===== config.mk =====
export PLATFORM = sky130hd
export DESIGN_NAME = wb_pwm
export DESIGN_NICKNAME = d
export VERILOG_FILES = /design/src/rtl/wb_pwm.sv
export SDC_FILE = /design/constraint.sdc
export NUM_CORES = 1
export LEC_CHECK = 0
export CORE_MARGIN = 2
export CORE_UTILIZATION = 45
export DETAILED_ROUTE_END_ITERATION = 7
export DONT_BUFFER_PORTS = 1
export PLACE_DENSITY_LB_ADDON = 0.05
export SYNTH_ARGS = -nofsm -noshare
export SYNTH_HDL_FRONTEND = slang
export SYNTH_SLANG_ARGS = --single-unit

===== constraint.sdc =====
create_clock -name wb_clk -period 7.25 [get_ports wb_clk]
set_input_delay 0.725 -clock wb_clk [delete_from_list [all_inputs] [get_ports wb_clk]]
set_output_delay 0.725 -clock wb_clk [all_outputs]
set_load 0.01 [all_outputs]

===== src/rtl/wb_pwm.sv =====
// Wishbone B4 classic responder driving up to four PWM outputs from a shared
// prescaled counter; period and duty are double-buffered and reload only at wrap.
module wb_pwm #(
    parameter int channels  = 4,
    parameter int cnt_width = 16
) (
    input  logic                wb_clk,
    input  logic                wb_rst,
    input  logic [4:0]          wb_adr,
    input  logic [31:0]         wb_dat,
    input  logic [3:0]          wb_sel,
    input  logic                wb_we,
    input  logic                wb_cyc,
    input  logic                wb_stb,
    output logic [31:0]         wb_rdt,
    output logic                wb_ack,
    output logic [channels-1:0] pwm_out
);

    localparam int CW   = cnt_width;
    localparam int PADW = 32 - cnt_width;

    logic [channels-1:0] r_en;
    logic                r_run;
    logic [CW-1:0]       r_prescale;
    logic [CW-1:0]       r_period;
    logic [CW-1:0]       r_duty    [channels];
    logic [CW-1:0]       r_period_sh;
    logic [CW-1:0]       r_duty_sh [channels];
    logic [CW-1:0]       r_pre;
    logic [CW-1:0]       r_cnt;
    logic [channels-1:0] r_pwm;
    logic                r_ack;
    logic [31:0]         r_rdt;

    logic                w_req;
    logic                w_wr;
    logic                w_tick;
    logic                w_wrap;
    logic                w_clr;
    logic [31:0]         w_ctrl32;
    logic [31:0]         w_rd_mux;
    logic [channels-1:0] w_duty_wr;
    logic                w_unused;

    function automatic logic [31:0] f_zext(input logic [CW-1:0] v);
        return {{PADW{1'b0}}, v};
    endfunction

    // Byte-lane merge of a bus write into a cnt_width-wide field.
    function automatic logic [CW-1:0] f_wr_field(input logic [CW-1:0] old,
                                                 input logic [31:0]   dat,
                                                 input logic [3:0]    sel);
        logic [CW-1:0] res;
        for (int j = 0; j < CW; j++) begin
            res[j] = sel[j / 8] ? dat[j] : old[j];
        end
        return res;
    endfunction

    assign w_req    = wb_cyc & wb_stb & ~r_ack;
    assign w_wr     = w_req & wb_we;
    assign w_tick   = r_run & (r_pre == r_prescale);
    assign w_wrap   = w_tick & (r_cnt == r_period_sh);
    assign w_clr    = w_wr & (wb_adr[4:2] == 3'd0) & wb_sel[1] & wb_dat[9];
    assign w_ctrl32 = {23'b0, r_run, {(8 - channels){1'b0}}, r_en};
    assign w_unused = &{1'b0, wb_adr[1:0], wb_dat, wb_sel};

    always_comb begin
        w_rd_mux  = '0;
        w_duty_wr = '0;
        case (wb_adr[4:2])
            3'd0:    w_rd_mux = w_ctrl32;
            3'd1:    w_rd_mux = f_zext(r_prescale);
            3'd2:    w_rd_mux = f_zext(r_period);
            3'd3:    w_rd_mux = f_zext(r_cnt);
            default: begin
                for (int i = 0; i < channels; i++) begin
                    if (wb_adr[4:2] == 3'(i + 4)) begin
                        w_rd_mux = f_zext(r_duty[i]);
                    end
                end
            end
        endcase
        for (int i = 0; i < channels; i++) begin
            w_duty_wr[i] = w_wr & (wb_adr[4:2] == 3'(i + 4));
        end
    end

    always_ff @(posedge wb_clk) begin
        if (wb_rst) begin
            r_en        <= '0;
            r_run       <= 1'b0;
            r_prescale  <= '0;
            r_period    <= '0;
            r_period_sh <= '0;
            r_pre       <= '0;
            r_cnt       <= '0;
            r_pwm       <= '0;
            r_ack       <= 1'b0;
            r_rdt       <= '0;
            for (int i = 0; i < channels; i++) begin
                r_duty[i]    <= '0;
                r_duty_sh[i] <= '0;
            end
        end else begin
            r_ack <= w_req;
            r_rdt <= w_req ? w_rd_mux : 32'd0;

            if (w_wr) begin
                case (wb_adr[4:2])
                    3'd0: begin
                        if (wb_sel[0]) r_en  <= wb_dat[channels-1:0];
                        if (wb_sel[1]) r_run <= wb_dat[8];
                    end
                    3'd1:    r_prescale <= f_wr_field(r_prescale, wb_dat, wb_sel);
                    3'd2:    r_period   <= f_wr_field(r_period, wb_dat, wb_sel);
                    default: ;
                endcase
            end
            for (int i = 0; i < channels; i++) begin
                if (w_duty_wr[i]) r_duty[i] <= f_wr_field(r_duty[i], wb_dat, wb_sel);
            end

            // CLR overrides any tick in the same cycle; shadows sample the old register values.
            if (w_clr) begin
                r_pre       <= '0;
                r_cnt       <= '0;
                r_period_sh <= r_period;
                for (int i = 0; i < channels; i++) r_duty_sh[i] <= r_duty[i];
            end else if (r_run) begin
                if (w_tick) begin
                    r_pre <= '0;
                    if (w_wrap) begin
                        r_cnt       <= '0;
                        r_period_sh <= r_period;
                        for (int i = 0; i < channels; i++) r_duty_sh[i] <= r_duty[i];
                    end else begin
                        r_cnt <= r_cnt + 1'b1;
                    end
                end else begin
                    r_pre <= r_pre + 1'b1;
                end
            end else begin
                r_period_sh <= r_period;
                for (int i = 0; i < channels; i++) r_duty_sh[i] <= r_duty[i];
            end

            for (int i = 0; i < channels; i++) begin
                r_pwm[i] <= r_run & r_en[i] & (r_cnt < r_duty_sh[i]);
            end
        end
    end

    assign wb_ack  = r_ack;
    assign wb_rdt  = r_rdt;
    assign pwm_out = r_pwm;

endmodule


==> results of run 1 <==
## worst max-delay path: stages (launching register included)
cell and delay, ns:
dfxtp_1 0.65, xnor2_1 0.22, nand4_1 0.13, nor4_1 0.89
a221oi_4 0.15, buf_4 0.29, nor2_8 0.55, and2_1 0.23
## layout make-up
class | instances | area, sq um | share of cell area
multi-input combinational | 682 | 5132 | 0.4018
clock inverter | 6 | 70.07 | 0.005485
tap | 330 | 412.9 | 0.03232
clock buffer | 44 | 850.8 | 0.06661
sequential | 234 | 5966 | 0.4670
inverter | 63 | 236.5 | 0.01851
timing repair buffer | 14 | 105.1 | 0.008228
## per-stage QoR
step                instance area, sq um  instances  hold slack, ns  setup slack [ns]
detailed placement                 11850       1323          0.5010             3.994
CTS                                12770       1373          0.2279             3.962
global route                       12770       1373          0.2240             3.727
finish                             12770       1373          0.2368             3.937
floorplan                          11670       1035          0.4593             4.618
global placement                   11850       1323          0.4986             4.022
## how the worst max path moves through the flow
stage | from | endpoint | slack, ns | depth (start not counted)
floorplan | wb_adr[4] | r_duty_sh[0][0]$_DFFE_PP_ | 4.62 | 5
global placement | r_cnt[12]$_SDFFE_PP0P_ | r_duty_sh[2][14]$_DFFE_PP_ | 4.02 | 5
detailed placement | r_cnt[13]$_SDFFE_PP0P_ | r_duty_sh[3][10]$_DFFE_PP_ | 3.99 | 7
CTS | r_cnt[13]$_SDFFE_PP0P_ | r_duty_sh[3][10]$_DFFE_PP_ | 3.96 | 7
global route | r_cnt[1]$_SDFFE_PP0P_ | r_duty_sh[2][1]$_DFFE_PP_ | 3.73 | 5
finish | r_cnt[12]$_SDFFE_PP0P_ | r_duty_sh[0][12]$_DFFE_PP_ | 3.94 | 7
## sequential cells by signal (all words and copies together) (netlist names)
signal / cells
r_period: 16
wb_ack: 1
r_en: 4
pwm_out: 4
r_prescale: 16
wb_rdt: 16
r_duty: 64
r_pre: 16
r_duty_sh: 64
r_period_sh: 16
r_cnt: 16
r_run: 1
## synthesized netlist by cell type (2+ instances only)
library cell  number  share of area
buf_2              6         0.0026
nand3_1           14         0.0060
buf_4             17          0.011
or3_1              3         0.0016
nor3_2             3         0.0026
and4b_1            2         0.0017
mux2i_1           59          0.051
ha_1              62          0.067
nor4_1             2         0.0011
a22oi_1           11         0.0071
edfxtp_1         128           0.33
nand2b_1           6         0.0032
nand4_1           32          0.017
nor2_2             2         0.0011
buf_6              6         0.0058
and4_1             2         0.0015
o21ai_0            6         0.0026
dfxtp_1          106           0.18
nor2b_1            9         0.0048
inv_1             63          0.020
a31o_2             2         0.0015
and3_1            13         0.0070
o211a_1            2         0.0017
buf_1              7         0.0023
mux4_2            21          0.041
or4_1              2         0.0013
o21bai_1           6         0.0039
a21o_1            22          0.014
nand2_1           16         0.0052
xnor2_1           36          0.027
a21oi_1           25          0.011
clkbuf_1          19         0.0061
nor3_1             2        0.00086
and2_1           131          0.071
nand3b_1           2         0.0013
a211oi_1           6         0.0039
nor2_1           124          0.040
xor2_1            26          0.020
mux2_2            11          0.011
## routing by layer
layer  global-route usage  vias to the layer above  wire length, um
met5                    0                        -                0
met3              0.04169                       36             1565
met2               0.3380                      147            12570
met4              0.05692                        0              742
met1               0.3183                     3468            13560
li1                     -                     3524                -
## power by group through the flow
stage / Clock [mW] / Sequential (mW) / Combinational (mW)
after floorplan: 0 / 1.46 / 0.105
after global placement: 0 / 1.47 / 0.108
after detailed placement: 0 / 1.47 / 0.110
after CTS: 1.41 / 1.44 / 0.110
after global routing: 1.47 / 1.45 / 0.121
final: 1.39 / 1.44 / 0.109
## cells by family (layout without fill, tap and decap cells)
group           count (synthesis)  in the layout  synth area share
flops                         234            234            0.5136
xor+xnor                       62             62           0.04675
mux                            91             91            0.1022
simple gates                  369            369            0.1722
other cells                     1             16         0.0003228
buf+inv                       119            127           0.04944
fa+ha+maj                      62             62           0.06678
compound gates                 82             82           0.04869
==> impl_summary.md, run 1 <==
Setup path
Data on the critical path arrives at its endpoint at 3.70 ns. The data required time at the worst endpoint is 7.64 ns. The source of the worst register-to-register timing path is r_cnt[12]$_SDFFE_PP0P_. The worst setup path is of the reg -> reg kind.

The startpoint kind of the worst setup timing path is a flip-flop. The element type at the critical path end is a flip-flop. In this run the worst path has a maximum fanout of 64.

In this run the register-to-register setup slack is 3.94 ns. Counting cells, the worst reg-to-reg path comes to 7. The endpoint identified for the worst register-to-register timing path is r_duty_sh[0][12]$_DFFE_PP_.

Synthesis
Synthesis produced 1020 cells. The mapped netlist covers 11620 sq um. The number of warning messages in the yosys log is 0. In this run the mean area of a mapped cell was 11.39 sq um. The synthesized flop and latch total is 234.

The share of async-settable or async-resettable flops after synthesis is 0. Of the synthesized area, sequential elements account for 0.5136. After synthesis, the netlist uses 47 different library cells. The synthesized design contains 128 enable-type register cells. The most frequently used flop master after synthesis is edfxtp_1.

Die
The placeable core region is 25250 sq um. The number of I/O pins is 83. The initial utilization of the core area, before any placement, comes to 0.4600.

The die covers 27110 sq um. The die is 164.7 um wide. The floorplan has 58 rows. The floorplan step set the die height to 164.7 um.

Detailed routing
Dividing the detail-routed wire length by the instance count gives 20.72 um. The number of design-rule violations left by the first detailed-router iteration is 496. The detailed-router iteration count before antenna repair is 5. The count of nets left with antenna violations once routing finished came out at 0. The final layout contains routed wiring with a total length of 28450 um.

Dividing the detail-routed via count by the number of cells gives 5.226. The routed via count is 7175. The post-detailed-route DRC marker count is 0.

Min path
The path with the worst hold slack has its endpoint at r_prescale[9]$_SDFFE_PP0P_. The worst hold path belongs to the class in -> reg. Along the worst hold path, the cell count comes to 1.

The startpoint identified for the worst hold timing path is wb_rst.

GRT
The total congestion overflow is 0. The largest net degree at the start of global routing is 66. The via count of the first global-routing pass is 7195. The wire length of the first global-routing pass is 43850 um. The overall track demand over capacity in global routing is 0.2192. The initial antenna violation count was 0.

Final layout
The ratio of cells with drive above 1 in the final layout is 0.09588. 0 antenna diodes ended up in the layout. The number of nets in the layout is 1130. Once layout is complete, the utilization of the core stands at 0.5058. Relative to the synthesized area, the layout overhead comes to 9.963%.

In the layout the commonest cells are and2_1 (131), edfxtp_1 (128), nor2_1 (124). The most common library cell in the layout ignoring fill and taps is and2_1. The filler cell count is 2284.

STA
The max-slew violation total from the final report was 0. Setup repair after global routing left no endpoint under its margin. Summed over all failing endpoints, the final setup total negative slack is 0 ns. The number of hold-slack violations in the final timing report is 0. The slew at the pin closest to its max-slew limit is 1.163 ns. In the finished design, the share of the clock period the worst path needs comes to 0.4569. Timing would allow up to 301.9 MHz. The final-report setup violation count is 0.

On the final layout, the worst clock skew is 0.02910 ns. The clock period minus worst slack is 3.313 ns. In this run the tightest slew margin relative to its limit is 0.2173.

Placement
The number of buffers added on ports is 0. The final estimated routing congestion in global placement is 0.8016. The placed wire-length estimate after detailed placement is 20230 um.

Clock tree
Clock-pin slew was measured on the worst setup and hold paths at 0.06 ns. TritonCTS built the clock tree. The clock reaches the later pin of the worst-skew pair after 0.55 ns. The post-CTS setup repair buffer count is 0.

The maximum number of buffers from clock root to sink is 3. The tree is rooted in a clkbuf_16. After clock tree synthesis, the flow added hold-fix buffers numbering 0. CTS built an H-tree with a depth of 1. The number of buffers inserted during clock tree synthesis is 27. The post-cts sizing count is 0. The clock drives 234 sinks.

Pwr
In this run the power density over the cells is 230.1 nW/um^2. The share of total power dissipated in the clock network is 0.472. The proportion of total power due to net switching is 0.2128. The combinational share of power is 0.037.

Internal power comes to 2.314 mW. The worst ir drop on vdd is 165.2 uV. The fraction of power consumed by sequential logic is 0.491. Summing internal, switching and leakage power gives 2.939 mW. The reported leakage power is 5.012 nW. For this design the total switching power over the nets is 625.4 uW.

Job
The tool flagged a number of max-cap violations equal to 0.

Outcome
The run finished with clean final reports.
Note: power is estimated with default switching activity, not from simulation.
==> run 2, diff against run 1 <==
==> constraint.sdc (replaced) <==
create_clock -name wb_clk -period 3.32 [get_ports wb_clk]
set_input_delay 0.332 -clock wb_clk [delete_from_list [all_inputs] [get_ports wb_clk]]
set_output_delay 0.332 -clock wb_clk [all_outputs]
set_load 0.01 [all_outputs]
==> impl_summary.md, run 2 (synthesis results as in run 1) <==
Outcome
The run finished with clean final reports.

Clock tree
Counting the buffers created by CTS gives 26. In this run the number of H-tree levels came out at 1. Counting along the longest clock path gives a buffer depth of 3.

The clock root buffer is clkbuf_16. The clock network latency to the later pin of the worst-skew pair is 0.53 ns. The clock sink total is 234.

TritonCTS built the clock tree. Clock-pin slew was measured on the worst setup and hold paths at 0.06 ns.

Placement
The placed wire-length estimate after detailed placement is 21660 um. In this run the tool buffered the top-level ports with 0 buffer cells. The final estimated routing congestion in global placement is 0.8101.

The number of instances in the placed design is 1344.

STA
For the pin with the worst max-slew slack, the measured transition is 1.028 ns. The setup total negative slack is 0 ns. Setup violations remaining at the end of the flow were counted as 0. Of the available clock period, the critical path in the final layout requires 0.7653.

The highest achievable clock rate is 393.6 MHz. The clock period minus worst slack is 2.541 ns. The setup clock skew after layout is 0.01051 ns.

Setup repair after global routing left no endpoint under its margin. The worst pin sits at a relative slew slack of 0.3135. The number of hold-slack violations in the final timing report was 0. The max-slew violation total from the final report came to 0.

Die
83 I/O pins were placed. The floorplan die height is 164.7 um. The floorplan has 58 rows. The full die area is 27110 sq um.

The initial cell density of the core is 0.4600. The die is 164.7 um wide. The placeable core region is 25250 sq um.

GRT
The via count of the first global-routing pass is 7430. For this run the aggregate overflow at the end of global routing stands at 0. The overall track demand over capacity in global routing is 0.2343. The global routing usage on met3 is 0.03817. The initial antenna violation count is 2.

Entering global routing, the biggest net connects 55 pins. The global-route layer with the greatest usage is met2. In the global route stage, met2 resource usage came out at 0.3625. The first global-routing pass estimated 46700 um of wire. The routing usage on met1 is 0.3482.

Min path
The worst min-delay path category is in -> reg. The depth of the worst hold-timing path is 1. The worst min-delay path startpoint is wb_dat[3].

Detailed routing
The number of design-rule violations left by the first detailed-router iteration is 607. The post-detailed-route DRC marker count is 0. The routed via count is 7525.

After detailed routing, the average wire length per cell comes to 21.96 um. The total routed wirelength is 30960 um. The pre-antenna-repair detailed-routing pass consisted of 5 iterations.

The remaining number of nets flagged by the antenna check after routing is 0. The mean number of vias per cell is 5.337.

Pwr
In this run the power density over the cells is 490.5 nW/um^2. The worst ir drop on vdd is 380.2 uV. Total power for the finished layout comes to 6.432 mW. The reported leakage power is 5.173 nW.

Final layout
Leaving out fill and tap cells, the most frequent cell in the layout is and2_1. The count of inserted antenna diode cells is 0. Of the cells placed in the final design, the portion with a size suffix greater than 1 is 0.1074. The top cell types in the final layout, fill and taps aside, are and2_1 (131), edfxtp_1 (128), nor2_1 (124).

For this run, the post-layout net count is 1170. The largest registers in the layout are r_duty: 64 flops, r_duty_sh: 64 flops. Counting the fill cells in the layout gives 2205. Compared with the post-synthesis result, the final layout area differs by 12.88%. The count of non-filler cells in the finished layout is 1410.

Setup path
The maximum fanout along the worst path is 16. The category of the most critical setup path is reg -> reg. The startpoint kind of the worst setup timing path is a flip-flop. The data required time at the worst endpoint is 3.53 ns. The path depth of the worst reg2reg path is 7. The worst setup path startpoint is r_cnt[5]$_SDFFE_PP0P_. The startpoint identified for the worst register-to-register timing path is r_cnt[5]$_SDFFE_PP0P_.

The element type at the critical path end is a flip-flop. Data on the critical path arrives at its endpoint at 2.76 ns.

Job
The number of maximum-capacitance constraint violations is 0.
-- run 2: cell types whose count changed in the layout (fill, tap and decap cells not counted), sizes merged --
cell / delta
bufinv: +3
clkinvlp: +2
buf: +22
dlygate4sd3: +19
clkbuf: -8
inv: -1
-- run 2: stage by stage --
stage / setup WS [ns] / area [sq um] / hold WS, ns / util
after floorplan: 1.042 / 11670 / 0.4593 / -
after global placement: 0.7657 / 12020 / 0.4120 / 0.4761
after detailed placement: 0.7697 / 12020 / 0.4157 / 0.4761
after CTS: 0.7610 / 13110 / 0.0008701 / 0.5192
after global routing: 0.6042 / 13110 / 0.001221 / 0.5192
final: 0.7791 / 13110 / 0.01085 / 0.5192
-- run 2: timing repair --
item	in CTS	in global routing
setup buffers	0	0
endpoints found under the hold margin	124	0
hold buffers	20	0
gates resized for setup	0	0
-- run 2: final cells by class --
cell class                 count  area (sq um)  share of cell area
clock buffer                  36         719.4             0.05487
inverter                      63         236.5             0.01803
timing repair buffer          55         493.0             0.03760
sequential                   234          5966              0.4550
tap                          330         412.9             0.03149
clock inverter                10         152.6             0.01164
multi-input combinational    682          5132              0.3914
-- run 2: layer usage --
metal,routed length [um],vias to the layer above,share of wire
met2,13590,216,0.44
met4,561,0,0.018
met3,1938,39,0.063
met1,14870,3661,0.48
li1,-,3609,-
met5,0,-,0
-- run 2: power by group --
| part | total, mW | switching, mW | internal, mW |
|---|---|---|---|
| combinational | 0.303 | 0.178 | 0.126 |
| sequential | 3.16 | 0.0378 | 3.12 |
| clock | 2.97 | 1.16 | 1.82 |
| total | 6.43 | 1.37 | 5.06 |
-- run 2: final timing paths --
| kind | to | slack [ns] |
|---|---|---|
| setup / recovery | r_duty_sh[2][7]$_DFFE_PP_ | 0.78 |
| hold / removal | r_duty[2][3]$_SDFFCE_PN0P_ | 0.01 |
| setup reg to reg | r_duty_sh[2][7]$_DFFE_PP_ | 0.78 |
| hold reg to reg | r_period[3]$_SDFFE_PP0P_ | 0.52 |
-- run 2: critical path, stage by stage, from the launching register on --
cell	delay, ns
dfxtp_1	0.29
buf_4	0.18
xnor2_1	0.22
nand4_1	0.12
nor4_1	0.58
nand3_1	0.38
nand3_1	0.18
buf_4	0.26
